--- src/rtl/fxp_div_ctrl.sv ---
// rtl/fxp_div_ctrl.sv - signed Q(F) divider: quot = num * (1/den) via the reciprocal engine
// Optional FXP_DIV_ROUND_EN: round the product magnitude half up instead of truncating.
module fxp_div_ctrl #(
  parameter int W       = 32,
  parameter int F       = 16,
  parameter int TIMEOUT = 32
) (
  input  logic         clk,
  input  logic         rst,
  input  logic         req_valid,
  output logic         req_ready,
  input  logic [W-1:0] num_in,
  input  logic [W-1:0] den_in,
  output logic         rsp_valid,
  input  logic         rsp_ready,
  output logic [W-1:0] quot_out,
  output logic [1:0]   rsp_err,
  output logic         eng_start,
  output logic [W-1:0] eng_x,
  input  logic         eng_done,
  input  logic [W-1:0] eng_inv,
  input  logic         eng_invalid
);

  localparam logic [W-1:0] QMAX = {1'b0, {(W-1){1'b1}}};
  localparam int           CW   = $clog2(TIMEOUT + 1);
`ifdef FXP_DIV_ROUND_EN
  localparam logic [2*W-1:0] RND = (2*W)'(1) << (F - 1);
`endif

  typedef enum logic [2:0] {IDLE, ISSUE, WAIT, MUL, SAT, RESP} state_t;

  state_t         state;
  logic           sign_r;
  logic [W-1:0]   num_mag_r;
  logic [W-1:0]   inv_r;
  logic [2*W-1:0] mag_r;
  logic [CW-1:0]  cnt;

  logic [W-1:0]   num_abs;
  logic [W-1:0]   den_abs;
  logic [W-1:0]   den_sat;
  logic [2*W-1:0] prod;
  logic [2*W-1:0] mag_next;
  logic           ovf;
  logic [W-1:0]   mag_sat;
  logic [W-1:0]   quot_next;

  always_comb begin
    num_abs = num_in[W-1] ? (~num_in + W'(1)) : num_in;
    den_abs = den_in[W-1] ? (~den_in + W'(1)) : den_in;
    // only den = -2^(W-1) has the top bit left after negation
    den_sat = den_abs[W-1] ? QMAX : den_abs;
    prod    = {{W{1'b0}}, num_mag_r} * {{W{1'b0}}, inv_r};
`ifdef FXP_DIV_ROUND_EN
    mag_next = (prod + RND) >> F;
`else
    mag_next = prod >> F;
`endif
    ovf       = |mag_r[2*W-1:W-1];
    mag_sat   = ovf ? QMAX : mag_r[W-1:0];
    quot_next = sign_r ? (~mag_sat + W'(1)) : mag_sat;
  end

  always_ff @(posedge clk or posedge rst) begin
    if (rst) begin
      state     <= IDLE;
      req_ready <= 1'b1;
      rsp_valid <= 1'b0;
      eng_start <= 1'b0;
      eng_x     <= '0;
      quot_out  <= '0;
      rsp_err   <= 2'd0;
      cnt       <= '0;
      sign_r    <= 1'b0;
      num_mag_r <= '0;
      inv_r     <= '0;
      mag_r     <= '0;
    end else begin
      eng_start <= 1'b0;
      case (state)
        IDLE: begin
          if (req_valid && req_ready) begin
            req_ready <= 1'b0;
            sign_r    <= num_in[W-1] ^ den_in[W-1];
            num_mag_r <= num_abs;
            if (den_in == '0) begin
              state     <= RESP;
              rsp_valid <= 1'b1;
              rsp_err   <= 2'd1;
              quot_out  <= num_in[W-1] ? (~QMAX + W'(1)) : QMAX;
            end else begin
              state     <= ISSUE;
              eng_start <= 1'b1;
              eng_x     <= den_sat;
            end
          end
        end
        ISSUE: begin
          cnt   <= '0;
          state <= WAIT;
        end
        WAIT: begin
          cnt <= cnt + CW'(1);
          if (eng_done) begin
            inv_r <= eng_inv;
            if (eng_invalid) begin
              state     <= RESP;
              rsp_valid <= 1'b1;
              rsp_err   <= 2'd3;
              quot_out  <= '0;
            end else begin
              state <= MUL;
            end
          end else if (cnt == CW'(TIMEOUT - 1)) begin
            state     <= RESP;
            rsp_valid <= 1'b1;
            rsp_err   <= 2'd3;
            quot_out  <= '0;
          end
        end
        MUL: begin
          mag_r <= mag_next;
          state <= SAT;
        end
        SAT: begin
          quot_out  <= quot_next;
          rsp_err   <= ovf ? 2'd2 : 2'd0;
          rsp_valid <= 1'b1;
          state     <= RESP;
        end
        RESP: begin
          if (rsp_ready) begin
            rsp_valid <= 1'b0;
            req_ready <= 1'b1;
            state     <= IDLE;
          end
        end
        default: state <= IDLE;
      endcase
    end
  end

endmodule

--- config.mk ---
export PLATFORM = sky130hd
export DESIGN_NAME = fxp_div_ctrl
export DESIGN_NICKNAME = d
export VERILOG_FILES = /design/src/rtl/fxp_div_ctrl.sv
export SDC_FILE = /design/constraint.sdc
export NUM_CORES = 2
export LEC_CHECK = 0
export ABC_AREA = 1
export BUFFER_PORTS_ARGS = -buffer_cell sky130_fd_sc_hd__buf_2
export CORE_ASPECT_RATIO = 1.5
export CORE_MARGIN = 1
export CORE_UTILIZATION = 59
export CTS_BUF_LIST = sky130_fd_sc_hd__clkbuf_2
export DETAILED_ROUTE_END_ITERATION = 7
export PLACE_DENSITY = 0.8
export SLEW_MARGIN = 15
export SYNTH_ARGS = -nofsm -noshare
export SYNTH_HDL_FRONTEND = slang
export SYNTH_SLANG_ARGS = --single-unit
--- constraint.sdc ---
create_clock -name clk -period 10.9 [get_ports clk]
set_input_delay 0.545 -clock clk [delete_from_list [all_inputs] [get_ports clk]]
set_output_delay 0.545 -clock clk [all_outputs]
set_load 0.005 [all_outputs]
== Yosys cells after proc, flatten, opt, wreduce, memory -nomap -nowiden ==
Cells that the tools add are included.
Widths: inputs -> output; s select.
Word-level totals
  register bits after elaboration: 191
  memory bits (writable): 0
  latch bits: 0
  bits of input ports: 102
  bits in read-only memories: 0
  memories kept: 0
Operators by class
  divide/modulo/power cells: 0
  $lt $le $gt $ge: 0
  equality and inequality tests: 11
  bitwise logic cells: 5
  $add $sub $neg: 4
  shifts and indexed selects: 0
  mux-type cells: 40
  reductions and logical operators: 15
  multipliers: 1
Operator list (count)
  $mux 32: 10
  $add 32x1->32 const B: 3
  $not 32->32: 3
  $pmux 32 s3: 1
  $mul 32x32->64: 1
  $logic_not 32->1: 1
  $mux 31: 1
  $mux 3: 6
  $pmux 3 s6: 1
  $reduce_or 17->1: 1
  $mux 2: 6
  $pmux 6 s2: 1
  $mux 1: 11
  $reduce_and 3->1: 3
  $add 6x1->6 const B: 1
  $eq 3x2->1 const B: 2
  $eq 3x3->1 const B: 2
  $eq 6x5->1 const B: 1
  $ne 2x2->1 const B: 3
  $ne 3x3->1 const B: 2
  $pmux 2 s3: 1
  $reduce_and 6->1: 1
  $reduce_and 5->1: 1
  $pmux 1 s4: 1
  10 further kinds: 12

== Longest topological paths before layout ==
  depth in word-level cells: 6
  depth in mapped cells: 32
  mapped depth without buffers: 30

== Worst setup path before layout ==
No wires, ideal clock.
  path type: reg-to-reg
  start point: register num_mag_r[12]
  end point: register mag_r[17]
  slack: 4342 ps
  setup time: 130 ps
  required time: 10770 ps
  stages on the path, launching flop included: 31
  arrival: 6428 ps
  path buffers: 2
  period minus slack after synthesis: 6558 ps
  path through: dfrtp_1 > clkbuf_1 > clkbuf_1 > nand2_1 > inv_1 > fa_1 > fa_1 > fa_1 > inv_1 > fa_1 > inv_1 > fa_1 > inv_1 > fa_1 > inv_1 > fa_1 > inv_1 > fa_1 > inv_1 > ha_1 > inv_1 > o21ai_0 > a21oi_1 > o21ai_0 > nor2_1 > nand2_1 > nand2_1 > nand2_1 > or2_2 > nand3_1 > o21ai_0
On the way
  word-level cells in the longest chain between the ends: 1
RTL lines
  start, declared: RTL line 35  | logic [W-1:0] num_mag_r;
  start signal, assigned: RTL line 86  | num_mag_r <= num_abs;
  $mul 32x32->64: RTL line 54  | prod = {{W{1'b0}}, num_mag_r} * {{W{1'b0}}, inv_r};
  end signal, assigned: RTL line 123  | mag_r <= mag_next;
  end, declared: RTL line 37  | logic [2*W-1:0] mag_r;
Every way passes these cells.
A chain may end at the register's enable or synchronous reset.

== Final worst setup path ==
  start point: register inv_r[21]
  end point: register mag_r[34]
On the way
  word-level cells in the longest chain between the ends: 1
RTL lines
  start, declared: RTL line 36  | logic [W-1:0] inv_r;
  start signal, assigned: RTL line 106  | inv_r <= eng_inv;
  $mul 32x32->64: RTL line 54
Every way passes these cells.

==> impl_metrics.py <==
metrics = {
    "die": {
        "core_area_mm2": 0.0762,
        "die_y_um": 342,
        "dieArea_mm2": 0.0781,
        "rows": 124,
        "initial_core_util_pct": 59.6,
        "die_x_um": 229,
        "ios": 171,
    },
    "yosys": {
        "synth_nets": 7304,
        "yosysUniqueCellTypes": 53,
        "netlist_area_mm2": 0.0454,
        "syn_area_per_cell_um2": 7.52,
        "yosys_warnings": 0,
        "synth-edff-count": 0,
        "yosys.area.top_type": "fa_1",
        "synthTopCellsByArea": "fa_1 39%, inv_1 14%, nand2_1 13%",
        "yosysSeqAreaShare_pct": 10.5,
        "yosysTopAreaCellShare_pct": 39.5,
        "synth_cells": 6043,
        "synth-async-reset-ratio_pct": 100,
        "synthFlopType": "dfrtp_1",
        "synth_seq_cells": 190,
    },
    "grt": {
        "antenna_found_initial": 2,
        "globalRoute.totalOverflow": 0,
        "track_usage_pct": 36.4,
        "grt_pass1_vias": 42500,
        "grt_max_degree": 128,
        "grt_pass1_wl_um": 221000,
    },
    "status": {
        "status": "completed",
    },
    "clock_network": {
        "cts.sinks": 190,
        "cts_tree": "done",
        "hold_buffers": 150,
        "root_buffer": "clkbuf_2",
        "insertion_delay_ns": 1.12,
        "htreeDepth": 4,
        "ctsLongestPathBuffers": 2,
        "cts_made_buffers": 17,
        "cts_repair_resize_count": 0,
        "clk_pin_slew_ns": 0.37,
        "post_cts_buffers": 0,
    },
    "route": {
        "drt_wl_total_um": 136000,
        "drc": 0,
        "wl_per_cell_um": 19.0,
        "drt_iter0_drc": 2913,
        "firstDrtPassIters": 6,
        "antenna_left": 0,
        "routed-via-count": 39200,
        "vias_per_cell": 5.46,
    },
    "timing": {
        "final_max_slew_viol_count": 0,
        "grt_setup_unrepaired": "false",
        "period_share_pct": 72.2,
        "max_clock_freq_ghz": 0.127,
        "finalCriticalPeriod_ns": 7.87,
        "max-slew-margin-rel_pct": 30.8,
        "final.setup_skew_ns": 0.0937,
        "setup_slack_ns": 3.03,
        "finalSetupViolCount": 0,
        "tightest_slew_ns": 1.04,
        "whs_ns": 0.102,
        "tns_ns": 0,
        "hold_viol_final": 0,
    },
    "final_layout": {
        "final_cell_mix": "1697 x inv_1, 1620 x nand2_1, 895 x fa_1",
        "final_cells": 7168,
        "synthToLayoutAreaGrowth_pct": 7.08,
        "final_common_cell": "inv_1",
        "drive_gt1_share_pct": 5.65,
        "layout.nets": 7406,
    },
    "placement": {
        "dpl.hpwl_um": 107000,
        "port_buffers": 169,
        "place.gp.congestion": 1.09,
        "place_ws_ns": 3.28,
        "dp_cells": 6984,
    },
    "worst_setup_path": {
        "worst-endpoint-required_ns": 11.86,
        "worstPathMaxFanout": 18,
        "crit_type": "reg -> reg",
        "critPathArrivalTime_ns": 8.83,
        "startpoint_type": "flop",
        "cp-end-kind": "flop",
    },
    "min_path": {
        "hold_path_class": "in -> async",
    },
    "flow_run": {
        "cap_violations": 0,
    },
}
[worst max-delay path: stages (launching register included)]
cell and delay [ns]:
dfrtp_1 0.75, buf_4 0.36, nand2_1 0.10, inv_1 0.07
fa_1 0.50, inv_1 0.05, fa_1 0.47, inv_1 0.05
fa_1 0.51, inv_1 0.06, fa_1 0.53, inv_1 0.05
fa_1 0.55, fa_1 0.47, fa_1 0.52, fa_1 0.44
ha_1 0.43, nand2_1 0.15, nor2_1 0.13, inv_1 0.13
nor2_1 0.51, nand2_1 0.28, nand2_1 0.16, a21oi_1 0.09
nand2_1 0.09, nand2_1 0.07, a31oi_1 0.21
[area by class of cell]
type                       instances  area (um^2)
fill                            6472        27500
timing repair buffer             392         2900
antenna                            2         5.00
inverter                        1708         6420
tap                             1008         1260
multi-input combinational       3836        33000
clock buffer                      17         85.1
clock inverter                    15          169
sequential                       190         4760
[per-stage QoR]
stage	utilization, %	instance area (um^2)
final	63.8	48600
after global routing	63.8	48600
after CTS	63.8	48600
after detailed placement	61.5	46900
after global placement	61.5	46900
after floorplan	-	45400
[synthesized netlist by cell type (5+ instances only)]
master     count
buf_2          6
o21ai_0      139
inv_2          9
xnor2_1       19
a21oi_2       23
a31oi_1       18
nor2_2         5
dfrtp_1      189
a21boi_0       5
a2bb2oi_1     14
nand3b_1      15
clkbuf_1     285
and3_1         7
a21o_1         7
fa_1         895
or2_2         12
ha_1         264
nor3_1        28
buf_6          7
o211ai_1       9
a21oi_1      107
inv_1       1698
nor2_1       326
o21bai_1      15
nand2_1     1620
o31ai_1        9
nand4_1       37
xor2_1        52
nand3_1      158
nor4_1         8
buf_1         10
o22a_1        11
[flip-flops by register name, indices dropped and copies added (netlist names), 2 cells and up]
register / cells
state: 3
rsp_err: 2
cnt: 6
mag_r: 48
eng_x: 31
inv_r: 32
quot_out: 32
num_mag_r: 32
[cells by family after synthesis]
| logic type | count (synthesis) | synth area share (%) |
|---|---|---|
| xor+xnor | 71 | 1.37 |
| simple gates | 2231 | 19.7 |
| compound gates | 374 | 4.90 |
| buf+inv | 2017 | 16.8 |
| other cells | 1 | 0.00826 |
| flops | 190 | 10.5 |
| fa+ha+maj | 1159 | 46.7 |
[metal layers]
| layer | track usage [%] | up-vias | share of wire, % |
|---|---|---|---|
| met1 | 42.0 | 19200 | 35 |
| met3 | 5.37 | 574 | 7.5 |
| met5 | 0 | - | 0 |
| li1 | - | 17400 | - |
| met2 | 64.0 | 1975 | 51 |
| met4 | 21.9 | 0 | 6.5 |
[worst paths after layout]
| check | startpoint | cells after the start | end | slack (ns) |
|---|---|---|---|---|
| max in group asynchronous | rst | 4 | num_mag_r[29] | 9.12 |
| setup reg to reg | inv_r[21] | 26 | mag_r[34] | 3.03 |
| hold / removal | rst | 3 | eng_x[1] | 0.10 |
| setup / recovery | inv_r[21] | 26 | mag_r[34] | 3.03 |
| hold reg to reg | inv_r[29] | 2 | inv_r[29] | 0.52 |
| min in group clk | eng_inv[23] | 4 | inv_r[23] | 0.12 |
Power is not shown: default switching activity piles up to over one toggle a cycle in this logic, so the estimate is an artifact.
